$ cat src/rtl/stage_sequencer.sv
// Stage sequencer: walks a one-hot stage vector for a configurable number of
// passes, dwelling a configurable number of cycles per stage, with hold and abort.
module stage_sequencer #(
  parameter int NSTAGES = 6,
  parameter int PASS_W  = 4,
  parameter int DWELL_W = 4
) (
  input  logic               clk,
  input  logic               rst,
  input  logic               req,
  input  logic [PASS_W-1:0]  num_passes,
  input  logic [DWELL_W-1:0] dwell,
  input  logic               hold,
  input  logic               abort,
  output logic               ack,
  output logic               busy,
  output logic [NSTAGES-1:0] stage,
  output logic [PASS_W-1:0]  pass_idx,
  output logic               last,
  output logic               done,
  output logic               aborted
);

  typedef enum logic [1:0] {IDLE, RUN, DONE} state_t;

  state_t             state_q, state_d;
  logic [PASS_W-1:0]  passes_q, passes_d;
  logic [DWELL_W-1:0] dwell_q, dwell_d;
  logic [DWELL_W-1:0] cnt_q, cnt_d;
  logic [NSTAGES-1:0] stage_q, stage_d;
  logic [PASS_W-1:0]  pidx_q, pidx_d;
  logic               ack_q, ack_d;
  logic               busy_q, busy_d;
  logic               last_q, last_d;
  logic               done_q, done_d;
  logic               aborted_q, aborted_d;

  always_ff @(posedge clk or negedge rst) begin
    if (!rst) begin
      state_q   <= IDLE;
      passes_q  <= '0;
      dwell_q   <= '0;
      cnt_q     <= '0;
      stage_q   <= '0;
      pidx_q    <= '0;
      ack_q     <= 1'b0;
      busy_q    <= 1'b0;
      last_q    <= 1'b0;
      done_q    <= 1'b0;
      aborted_q <= 1'b0;
    end else begin
      state_q   <= state_d;
      passes_q  <= passes_d;
      dwell_q   <= dwell_d;
      cnt_q     <= cnt_d;
      stage_q   <= stage_d;
      pidx_q    <= pidx_d;
      ack_q     <= ack_d;
      busy_q    <= busy_d;
      last_q    <= last_d;
      done_q    <= done_d;
      aborted_q <= aborted_d;
    end
  end

  always_comb begin
    state_d   = state_q;
    passes_d  = passes_q;
    dwell_d   = dwell_q;
    cnt_d     = cnt_q;
    stage_d   = stage_q;
    pidx_d    = pidx_q;
    ack_d     = 1'b0;
    busy_d    = busy_q;
    done_d    = 1'b0;
    aborted_d = 1'b0;
    case (state_q)
      IDLE: begin
        if (req && !abort) begin
          state_d  = RUN;
          // zero-valued configuration runs as one pass / one cycle per stage
          passes_d = (num_passes == '0) ? PASS_W'(1) : num_passes;
          dwell_d  = (dwell == '0) ? DWELL_W'(1) : dwell;
          cnt_d    = '0;
          stage_d  = NSTAGES'(1);
          pidx_d   = '0;
          ack_d    = 1'b1;
          busy_d   = 1'b1;
        end
      end
      RUN: begin
        if (abort) begin
          state_d   = IDLE;
          aborted_d = 1'b1;
          busy_d    = 1'b0;
          stage_d   = '0;
          pidx_d    = '0;
          cnt_d     = '0;
        end else if (!hold) begin
          if (cnt_q == dwell_q - DWELL_W'(1)) begin
            cnt_d = '0;
            if (stage_q[NSTAGES-1]) begin
              if (pidx_q == passes_q - PASS_W'(1)) begin
                state_d = DONE;
                done_d  = 1'b1;
                busy_d  = 1'b0;
                stage_d = '0;
                pidx_d  = '0;
              end else begin
                stage_d = NSTAGES'(1);
                pidx_d  = pidx_q + PASS_W'(1);
              end
            end else begin
              stage_d = {stage_q[NSTAGES-2:0], stage_q[NSTAGES-1]};
            end
          end else begin
            cnt_d = cnt_q + DWELL_W'(1);
          end
        end
      end
      DONE:    state_d = IDLE;
      default: state_d = IDLE;
    endcase
    // computed from next-state values so it lines up with the registered stage
    last_d = stage_d[NSTAGES-1] && (pidx_d == passes_d - PASS_W'(1));
  end

  assign ack      = ack_q;
  assign busy     = busy_q;
  assign stage    = stage_q;
  assign pass_idx = pidx_q;
  assign last     = last_q;
  assign done     = done_q;
  assign aborted  = aborted_q;

endmodule

$ cat config.mk
export PLATFORM = sky130hd
export DESIGN_NAME = stage_sequencer
export DESIGN_NICKNAME = d
export VERILOG_FILES = /design/src/rtl/stage_sequencer.sv
export SDC_FILE = /design/constraint.sdc
export NUM_CORES = 1
export LEC_CHECK = 0
export CAP_MARGIN = 20
export CORE_UTILIZATION = 50
export DETAILED_ROUTE_END_ITERATION = 8
export GPL_ROUTABILITY_DRIVEN = 0
export GPL_TIMING_DRIVEN = 1
export PLACE_DENSITY = 0.74
export SETUP_SLACK_MARGIN = 0.15
export SLEW_MARGIN = 20
export SYNTH_ARGS = -nofsm -noshare
export SYNTH_HDL_FRONTEND = slang
export SYNTH_SLANG_ARGS = --single-unit
export TNS_END_PERCENT = 5
$ cat constraint.sdc
create_clock -name clk -period 3.75 [get_ports clk]
set_input_delay 0.75 -clock clk [delete_from_list [all_inputs] [get_ports clk]]
set_output_delay 0.75 -clock clk [all_outputs]
set_load 0.03 [all_outputs]
* After elaboration in Yosys (flattened, before gate mapping)
Cells that the tools add are included.
** Storage, ports and cells
- Flip-flop bits (word level) :: 29
- Word-level logic and storage cells :: 85
- Input port bits :: 13
- Output and inout bits :: 15
** Cells by class
- Reductions and logical operators :: 12
- Muxes and demuxes :: 47
- Add/subtract/negate cells :: 5
- Equality and inequality tests :: 9
** Operators by type and width (number)
- 4-bit 2-to-1 mux :: 14
- 6-bit 2-to-1 mux :: 5
- 1-bit 2-to-1 mux :: 17
- 4-bit case mux with 2 select lines :: 2
- 4-bit == test :: 3
- 2-bit 2-to-1 mux :: 6
- 3-bit inequality test, second input constant :: 4
- 6-bit case mux with 2 select lines :: 1
- 4-bit by 1-bit subtractor with 4-bit output, second input constant :: 3
- 4-bit by 1-bit adder with 4-bit output, second input constant :: 2
- 4-bit zero test :: 2
- 6-bit AND reduction :: 1
- 5-bit AND reduction :: 1
- 2-bit case mux with 2 select lines :: 1
- 4-bit AND reduction :: 1
- 3-bit AND reduction :: 1
- 2-bit by 1-bit == test with 1-bit output, second input constant :: 1
- 1-bit logical AND :: 2
- 2-bit zero test :: 1
- 2-bit inequality test, second input constant :: 1
- 1-bit case mux with 2 select lines :: 1
- 2-bit AND reduction :: 1
- 2-bit nonzero test :: 1
- 1-bit zero test :: 1

* Longest topological paths before layout
Gate-level depths: netlist (run 1).
- Depth in word-level cells :: 10
- Gate-level depth with buffers :: 10
- Gate-level depth less buffers :: 9

* Worst setup path after synthesis (run 1)
No wires, ideal clock.
- Path type :: input -> register
- From :: input port abort
- To :: register last_q (netlist: last)
- Path buffers :: 1
- Required time :: 3.627 ns
- Arrival :: 2.323 ns
- Library setup time :: 0.123 ns
- Stages on the path :: 8
- Setup slack :: 1.303 ns
- Cells stage by stage :: nor4b_4 > buf_2 > a21oi_1 > ha_1 > xor2_1 > or4_1 > o2111ai_1 > nor3_1
** Between the ends
- Word-level cells in the longest chain between the ends :: 7
- Elaborated cells between the ends (all ways) :: 13
- Those cells by class :: add/sub: 1; eq/ne: 1; mux: 8; reduce/logical: 3
** RTL lines
- from (decl) :: RTL line 14 : input logic abort,
- 1-bit zero test :: RTL line 79 : if (req && !abort) begin
- 1-bit logical AND :: RTL line 79
- 4-bit 2-to-1 mux :: RTL line 79
- 4-bit 2-to-1 mux :: RTL line 77 : case (state_q)
- 4-bit by 1-bit subtractor with 4-bit output :: RTL line 125 : last_d = stage_d[NSTAGES-1] && (pidx_d == passes_d - PASS_W'(1));
- 4-bit == test :: RTL line 125
- 1-bit logical AND (*) :: RTL line 125
- via last_d :: RTL line 34 : logic last_q, last_d;
- to (signal assigned) :: RTL line 60 : last_q <= last_d;
- to (decl) :: RTL line 34
The timed path passes the listed nets; every way through them passes the cells marked *. The select of a mux whose other input is x is not followed.
A chain may end at the register's enable or synchronous reset.

* Final worst setup path (run 1)
Ends and elaborated chain as after synthesis.

==> results of run 1 <==
[per-stage QoR]
stage | utilization | cell area (um^2) | hold slack, ns | cells | setup WS [ns]
after global placement | 0.6358 | 1957 | 0.4964 | 226 | 0.6620
final | 0.6537 | 2012 | 0.5292 | 233 | 0.9010
after detailed placement | 0.6358 | 1957 | 0.5122 | 226 | 0.5879
after floorplan | - | 1629 | 0.4544 | 155 | 1.303
after CTS | 0.6537 | 2012 | 0.5314 | 233 | 0.9196
after global routing | 0.6537 | 2012 | 0.5589 | 233 | 0.7405
[placed cells by master, fill, tap and decap left out, types with 4 or more instances in the layout]
cell and n:
nand3_1 6, clkbuf_4 5, clkdlybuf4s50_1 27, xnor2_1 8
ha_1 5, nand2_1 10, a21oi_1 4, dfrtp_1 29
nor3_1 8, buf_4 4, xor2_1 5, inv_1 10
o21ai_0 7, nor2_1 11
[state kept, by name (all words and copies together), names as in the netlist]
register,count
aborted,1
done,1
dwell_q,4
ack,1
pass_idx,4
state_q,2
cnt_q,4
last,1
passes_q,4
busy,1
stage,6
[cell usage after synthesis (4+ instances only)]
cell      n  share of area
a21oi_1   4          0.012
nand3_1   6          0.018
xnor2_1   8          0.043
xor2_1    5          0.027
ha_1      5          0.038
o21ai_0   7          0.022
nor2_1   11          0.025
nor3_1    8          0.025
dfrtp_1  29           0.45
inv_1    10          0.023
nand2_1  10          0.023
[per-layer routing]
metal	track usage	part of all wire	wire length, um
met1	0.2772	0.44	1567
met2	0.4010	0.50	1773
met3	0.06769	0.053	188
met4	0.06122	0.0070	25
met5	0	0	0
[where the power goes]
group	leakage, uW	switching, uW	internal, uW
Combinational	0.000483	131	107
Clock	0.0000314	100	88.3
Sequential	0.000380	23.3	339
[cell type report]
cell class,instances,area [um^2]
Clock buffer,7,55.05
Fill cell,255,1066
Inverter,10,37.54
Multi-Input combinational cell,112,838.3
Sequential cell,29,725.7
Tap cell,44,55.05
Timing Repair Buffer,31,300.3
[worst paths after layout]
kind                            start     endpoint  slack [ns]
min in group asynchronous         rst   state_q[1]        0.80
hold reg to reg              stage[3]     stage[4]        0.53
max in group asynchronous         rst  pass_idx[1]        2.68
hold / removal               stage[3]     stage[4]        0.53
setup / recovery                abort         last        0.90
setup reg to reg           dwell_q[0]         last        1.10
[worst reg2reg max path, stage by stage (launching register included)]
cell and delay [ns]:
dfrtp_1 0.42, inv_1 0.10, ha_1 0.15, xor3_1 0.44
nor3_4 0.30, nand4_4 0.17, nor4_1 0.52, or4_1 0.19
o2111ai_1 0.09, nor3_1 0.18
[logic make-up after synthesis]
family / synth area share
xor gates and xnor gates: 0.09831
buffers and inverters: 0.03994
and+or+nand+nor: 0.2074
DFF: 0.4455
muxes: 0.02688
adders and majority gates: 0.03840
AOI/OAI and AO/OA: 0.1436
==> flow_summary.json, run 1 <==
{
  "cts_tree": "built",
  "p_leak_uw": 0.0008947,
  "ys_seq_area_frac": 0.4455,
  "outcome": "complete, no violations",
  "chipHeight_um": 59.08,
  "slew_headroom": 0.5471,
  "synthArstFlopShare": 1.000,
  "synth-edff-count": 0,
  "hold_path_class": "flip-flop to flip-flop",
  "power_density_mw_per_mm2": 392.6,
  "cp_num_buf_inv": 2,
  "critPathMaxStageDelay_ns": 0.53,
  "wire_per_inst_um": 15.25,
  "gr-total-overflow": 0,
  "cap_violations": 0,
  "slew_violations": 0,
  "antenna_found_initial": 0,
  "yosys_warnings": 0,
  "core_area_mm2": 0.003078,
  "grt_use_total": 0.2303,
  "cts_root_buffer": "clkbuf_4",
  "antenna_cells": 0,
  "cts_buffer_depth": 2,
  "cp_max_fo": 11,
  "ys_types": 48,
  "fin_nets": 207,
  "dr_total_vias": 1271,
  "io_pins": 28,
  "hold_depth": 1,
  "die_w_um": 59.08,
  "clock-sinks": 29,
  "ir_worst_vdd_v": 0.0001784,
  "io_buffer_count": 27,
  "cpLargestDelayFamily": "simple AND/OR/NAND/NOR gates",
  "setup_tns_ns": 0,
  "path_class": "input pin to flip-flop",
  "crit_cells": 10,
  "grt_pass1_vias": 1266,
  "drc": 0,
  "avgViaCountPerCell": 5.455,
  "netlist_area_mm2": 0.001629,
  "dp_hpwl_um": 2732,
  "synth_ff_type": "dfrtp_1",
  "ant_nets": 0,
  "first_pass_iters": 4,
  "fin_skew_ns": 0.007699,
  "clk_latency_ns": 0.32,
  "total_power_uw": 789.8,
  "synth.ff_latch_count": 29,
  "post_cts_buffers": 0,
  "start_kind": "input pin",
  "cp.required_ns": 3.95,
  "core.rowCount": 20,
  "path_cells": "clkdlybuf4s50_1 > nor4b_4 > buf_4 > nor2_1 > a21oi_1 > ha_1 > xor2_1 > or4_1 > o2111ai_1 > nor3_1",
  "grt_max_degree": 30,
  "cts_hold_buf": 0,
  "drive_above_1_share": 0.1164,
  "initial_core_util": 0.5293,
  "setup_violations": 0,
  "crit_slowest_cell": "clkdlybuf4s50_1",
  "tightest_slew_ns": 0.6745,
  "finalWirelength_um": 3554,
  "syn_nets": 173,
  "cts_max_level": 2,
  "fmax_mhz": 351.0,
  "rsz0062_at_grt": "no",
  "finalHoldViolCount": 0,
  "syn_to_final_growth_pct": 23.50,
  "cts_resized": 0,
  "cp.arrival_ns": 3.05,
  "clk_pin_slew_ns": 0.08,
  "drt-initial-drc-count": 45,
  "syn-mean-instance-area_um2": 10.51,
  "synthCells": 155,
  "r2r_cells": 9,
  "min_period_over_period": 0.7597,
  "period_minus_slack_ns": 2.849,
  "dieArea_mm2": 0.003490,
  "grt_pass1_wl_um": 5858,
  "cp-end-kind": "flip-flop",
  "cts_made_buffers": 5
}
(Power assumes the default switching activity.)
==> run 2, diff against run 1 <==
Clock period 3.75 ns to 2.7 ns, I/O delays scaled along.
==> flow_summary.json, run 2 (same netlist as run 1, synthesis figures left out) <==
{
  "finalHoldViolCount": 0,
  "cp.required_ns": 2.91,
  "tightest_slew_ns": 0.7153,
  "dieArea_mm2": 0.003490,
  "initial_core_util": 0.5293,
  "setup_violations": 0,
  "grt_pass1_vias": 1352,
  "reg2reg_from": "cnt_q[3]",
  "antenna_found_initial": 0,
  "hold_path_class": "flip-flop to flip-flop",
  "grt_pass1_wl_um": 5989,
  "cpLargestDelayFamily": "simple AND/OR/NAND/NOR gates",
  "gr-total-overflow": 0,
  "fin_skew_ns": 0.008437,
  "outcome": "complete, no violations",
  "drive_above_1_share": 0.1910,
  "clk_latency_ns": 0.33,
  "chipHeight_um": 59.08,
  "p_seq_frac": 0.428,
  "drc": 0,
  "hold_end": "stage[4]",
  "cp-end-kind": "flip-flop",
  "finalWirelength_um": 3669,
  "min_period_over_period": 0.8976,
  "dr_total_vias": 1329,
  "slew_violations": 0,
  "io_buffer_count": 27,
  "wire_per_inst_um": 15.10,
  "switchingPower_uw": 378.0,
  "drt-initial-drc-count": 34,
  "p_sw_frac": 0.3216,
  "rsz0062_at_grt": "no",
  "cp_num_buf_inv": 2,
  "antenna_cells": 0,
  "final_common_cell": "dfrtp_1",
  "worstHoldStart": "stage[3]",
  "syn_to_final_growth_pct": 29.95,
  "path_class": "input pin to flip-flop",
  "p_int_uw": 797.3,
  "pwr-share-clk": 0.254,
  "cts_root_buffer": "clkbuf_4",
  "post-place-ws_ns": -0.05064,
  "largest_register_ffs": 6,
  "cts_buffer_depth": 2,
  "fin_ws_ns": 0.2764,
  "cp.arrival_ns": 2.64,
  "layout_common_cells": "29 x dfrtp_1, 27 x clkdlybuf4s50_1, 13 x buf_4",
  "period_minus_slack_ns": 2.424,
  "die_w_um": 59.08,
  "core_area_mm2": 0.003078,
  "power_density_mw_per_mm2": 555.2,
  "cts_hold_buf": 0,
  "cts_made_buffers": 5,
  "r2r-end": "last",
  "hold_depth": 1,
  "pwr-share-comb": 0.319,
  "path_cells": "clkdlybuf4s50_1 > nor4b_4 > buf_4 > nor2_1 > a21oi_2 > ha_1 > xor2_1 > or4_1 > o2111ai_1 > nor3_1",
  "first_pass_iters": 4,
  "clk_pin_slew_ns": 0.09,
  "avgViaCountPerCell": 5.469,
  "critPathMaxStageDelay_ns": 0.46,
  "grt_max_degree": 30,
  "cap_violations": 0,
  "start_kind": "input pin",
  "grt_use_total": 0.2369,
  "ir_worst_vdd_v": 0.0003198,
  "whs_ns": 0.5193,
  "cts_max_level": 2,
  "ant_nets": 0,
  "r2r_cells": 7,
  "io_pins": 28,
  "clock-sinks": 29,
  "fmax_mhz": 412.6,
  "crit_slowest_cell": "clkdlybuf4s50_1",
  "core.rowCount": 20,
  "dp_hpwl_um": 2712,
  "slew_headroom": 0.5197,
  "regToRegSetupSlack_ns": 0.29,
  "fin_nets": 216,
  "cts_tree": "built",
  "p_leak_uw": 0.0009495,
  "cp_max_fo": 4
}
[run 2: cell count changes in the layout (fill, tap and decap cells not counted), sizes merged]
cell,change
clkinv,+1
buf,+9
[run 2: what timing repair did]
item,in CTS,in global routing
buffers inserted,2,1
endpoints found under the setup margin,1,2
pin swaps,1,3
gates resized for setup,0,5
[run 2: metal layers]
layer / vias to the layer above / part of all wire / track usage
met1: 632 / 0.43 / 0.2903
met2: 36 / 0.50 / 0.3864
met5: - / 0 / 0
li1: 651 / - / -
met3: 10 / 0.053 / 0.06769
met4: 0 / 0.023 / 0.1088
[run 2: power by group through the flow]
stage	logic [uW]	clock network, uW	registers, uW
finish	375	298	503
detailed placement	349	0	514
floorplan	224	0	520
CTS	364	308	503
global route	413	325	507
global placement	339	0	511
[run 2: cell type report]
cell class	count	area, um^2
timing repair buffer	40	367.9
inverter	10	37.54
sequential	29	725.7
clock buffer	7	65.06
fill	246	960.9
clock inverter	1	5.005
multi-input combinational	112	860.8
tap	44	55.05
[run 2: how the worst max path moves through the flow]
| stage | from | endpoint | slack, ns | cells past startpoint |
|---|---|---|---|---|
| after floorplan | dwell_q[0] | last | 0.33 | 9 |
| after global placement | abort | last | 0.03 | 10 |
| after detailed placement | abort | last | -0.05 | 10 |
| after CTS | dwell_q[0] | last | 0.17 | 9 |
| after global routing | cnt_q[3] | last | 0.10 | 7 |
| final | abort | last | 0.28 | 10 |
[run 2: worst register-to-register path: stages (launching register included)]
cell	delay [ns]
dfrtp_1	0.41
xor2_1	0.17
xnor2_1	0.59
nand4_4	0.20
and3_4	0.24
or4_1	0.52
o2111ai_1	0.09
nor3_1	0.07
[run 2: per-stage QoR]
stage	utilization	std cells	instance area (um^2)	power [uW]	TNS, ns
5_1_grt	0.6878	243	2117	1245	0
2_1_floorplan	-	155	1629	744.2	0
3_3_place_gp	0.6504	232	2002	850.3	0
4_1_cts	0.6780	242	2087	1176	0
6_report	0.6878	243	2117	1175	0
3_5_place_dp	0.6504	232	2002	863.1	-0.05064
==> run 3, diff against run 2 <==
Settings changed: SLEW_MARGIN 20 to 0.
Clock period 2.7 ns to 2.4 ns, I/O delays scaled along.
==> flow_summary.json, run 3 (same netlist as run 1, synthesis figures left out) <==
{
  "cp.arrival_ns": 2.52,
  "hold_path_class": "input pin to asynchronous set/reset pin",
  "antenna_cells": 0,
  "dr_total_vias": 1458,
  "p_sw_frac": 0.3355,
  "cp-end-kind": "flip-flop",
  "finalHoldViolCount": 0,
  "cts_tree": "built",
  "power_density_mw_per_mm2": 589.2,
  "cts_buffer_depth": 2,
  "postPlaceCellArea_mm2": 0.002135,
  "initial_core_util": 0.5293,
  "cp.required_ns": 2.63,
  "grt_pass1_vias": 1497,
  "pwr-share-clk": 0.211,
  "chipHeight_um": 59.08,
  "largest_register_ffs": 6,
  "finalWirelength_um": 4283,
  "dp_hpwl_um": 3022,
  "fin_util": 0.7459,
  "clk_pin_slew_ns": 0.09,
  "switchingPower_uw": 453.9,
  "outcome": "complete, no violations",
  "drc": 0,
  "dieArea_mm2": 0.003490,
  "avgViaCountPerCell": 5.481,
  "pwr-share-comb": 0.367,
  "io_buffer_count": 27,
  "cts_max_level": 2,
  "ir_worst_vdd_v": 0.0005002,
  "grt_use_total": 0.2673,
  "final_common_cell": "buf_4",
  "ant_nets": 0,
  "clock-sinks": 29,
  "post-place-ws_ns": -0.3543,
  "fin_nets": 239,
  "cts_made_buffers": 5,
  "place_inst": 247,
  "cp_max_fo": 4,
  "wire_per_inst_um": 16.10,
  "clk_latency_ns": 0.34,
  "min_period_over_period": 0.9525,
  "io_pins": 28,
  "syn_to_final_growth_pct": 40.94,
  "whs_ns": 0.5155,
  "drt-initial-drc-count": 63,
  "fin_ws_ns": 0.1139,
  "instances_no_fill": 266,
  "path_class": "input pin to flip-flop",
  "first_pass_iters": 4,
  "core.rowCount": 20,
  "slew_violations": 0,
  "grt_max_degree": 30,
  "setup_violations": 0,
  "die_w_um": 59.08,
  "fmax_mhz": 437.4,
  "antenna_found_initial": 0,
  "p_seq_frac": 0.421,
  "gr-total-overflow": 0,
  "grt_pass1_wl_um": 6672,
  "tightest_slew_ns": 0.4233,
  "layout_common_cells": "35 x buf_4, 29 x dfrtp_1, 26 x clkdlybuf4s50_1",
  "p_int_uw": 898.9,
  "period_minus_slack_ns": 2.286,
  "slew_headroom": 0.7164,
  "drive_above_1_share": 0.2883,
  "fin_skew_ns": 0.01088,
  "cap_violations": 0,
  "cts_root_buffer": "clkbuf_4",
  "start_kind": "input pin",
  "p_leak_uw": 0.001061,
  "core_area_mm2": 0.003078,
  "rsz0062_at_grt": "yes",
  "design_area_mm2": 0.002296,
  "cts_hold_buf": 0
}
[run 3: cell type report]
class,instances,area [um^2]
clock buffer,8,48.80
fill,235,782.0
inverter,10,37.54
multi-input combinational,112,885.9
sequential,29,725.7
tap,44,55.05
timing repair buffer,63,543.0
[run 3: metrics by stage]
step / TNS (ns) / power (uW)
6_report: 0 / 1353
5_1_grt: -0.01002 / 1428
4_1_cts: 0 / 1335
3_5_place_dp: -0.4343 / 1015
3_3_place_gp: -0.2111 / 995.3
2_1_floorplan: 0 / 854.7
[run 3: worst max-delay path, stage by stage]
cell,delay (ns)
clkdlybuf4s50_1,0.42
nor4b_4,0.14
buf_4,0.17
buf_4,0.14
nor2_1,0.18
a21oi_2,0.07
ha_2,0.19
xor2_1,0.17
or4_1,0.41
o2111ai_1,0.09
nor3_1,0.07
[run 3: final timing paths]
check / cells past startpoint / end / slack (ns) / startpoint
max: 11 / last / 0.11 / req
min: 2 / last / 0.52 / rst
max reg2reg: 9 / last / 0.12 / dwell_q[1]
min reg2reg: 1 / stage[3] / 0.53 / stage[3]
max in group asynchronous: 2 / pass_idx[2] / 1.60 / rst
min in group clk: 1 / stage[3] / 0.53 / stage[3]
[run 3: what timing repair did]
action | CTS | global route
pin swaps | 11 | 1
endpoints found under the setup margin | 1 | 8
resized for setup | 6 | 4
gates cloned | 0 | 0
buffers inserted | 8 | 3
[run 3: layer usage]
layer / track usage / share of wire / vias up
met2: 0.4334 / 0.52 / 40
li1: - / - / 695
met1: 0.3128 / 0.41 / 707
met3: 0.07860 / 0.041 / 16
met5: 0 / 0 / -
met4: 0.1599 / 0.036 / 0
[run 3: power groups by stage]
stage | clock network (uW) | logic (uW) | registers (uW)
floorplan | 0 | 269 | 586
global placement | 0 | 420 | 575
detailed placement | 0 | 437 | 578
CTS | 292 | 475 | 568
global route | 317 | 536 | 575
finish | 286 | 497 | 570
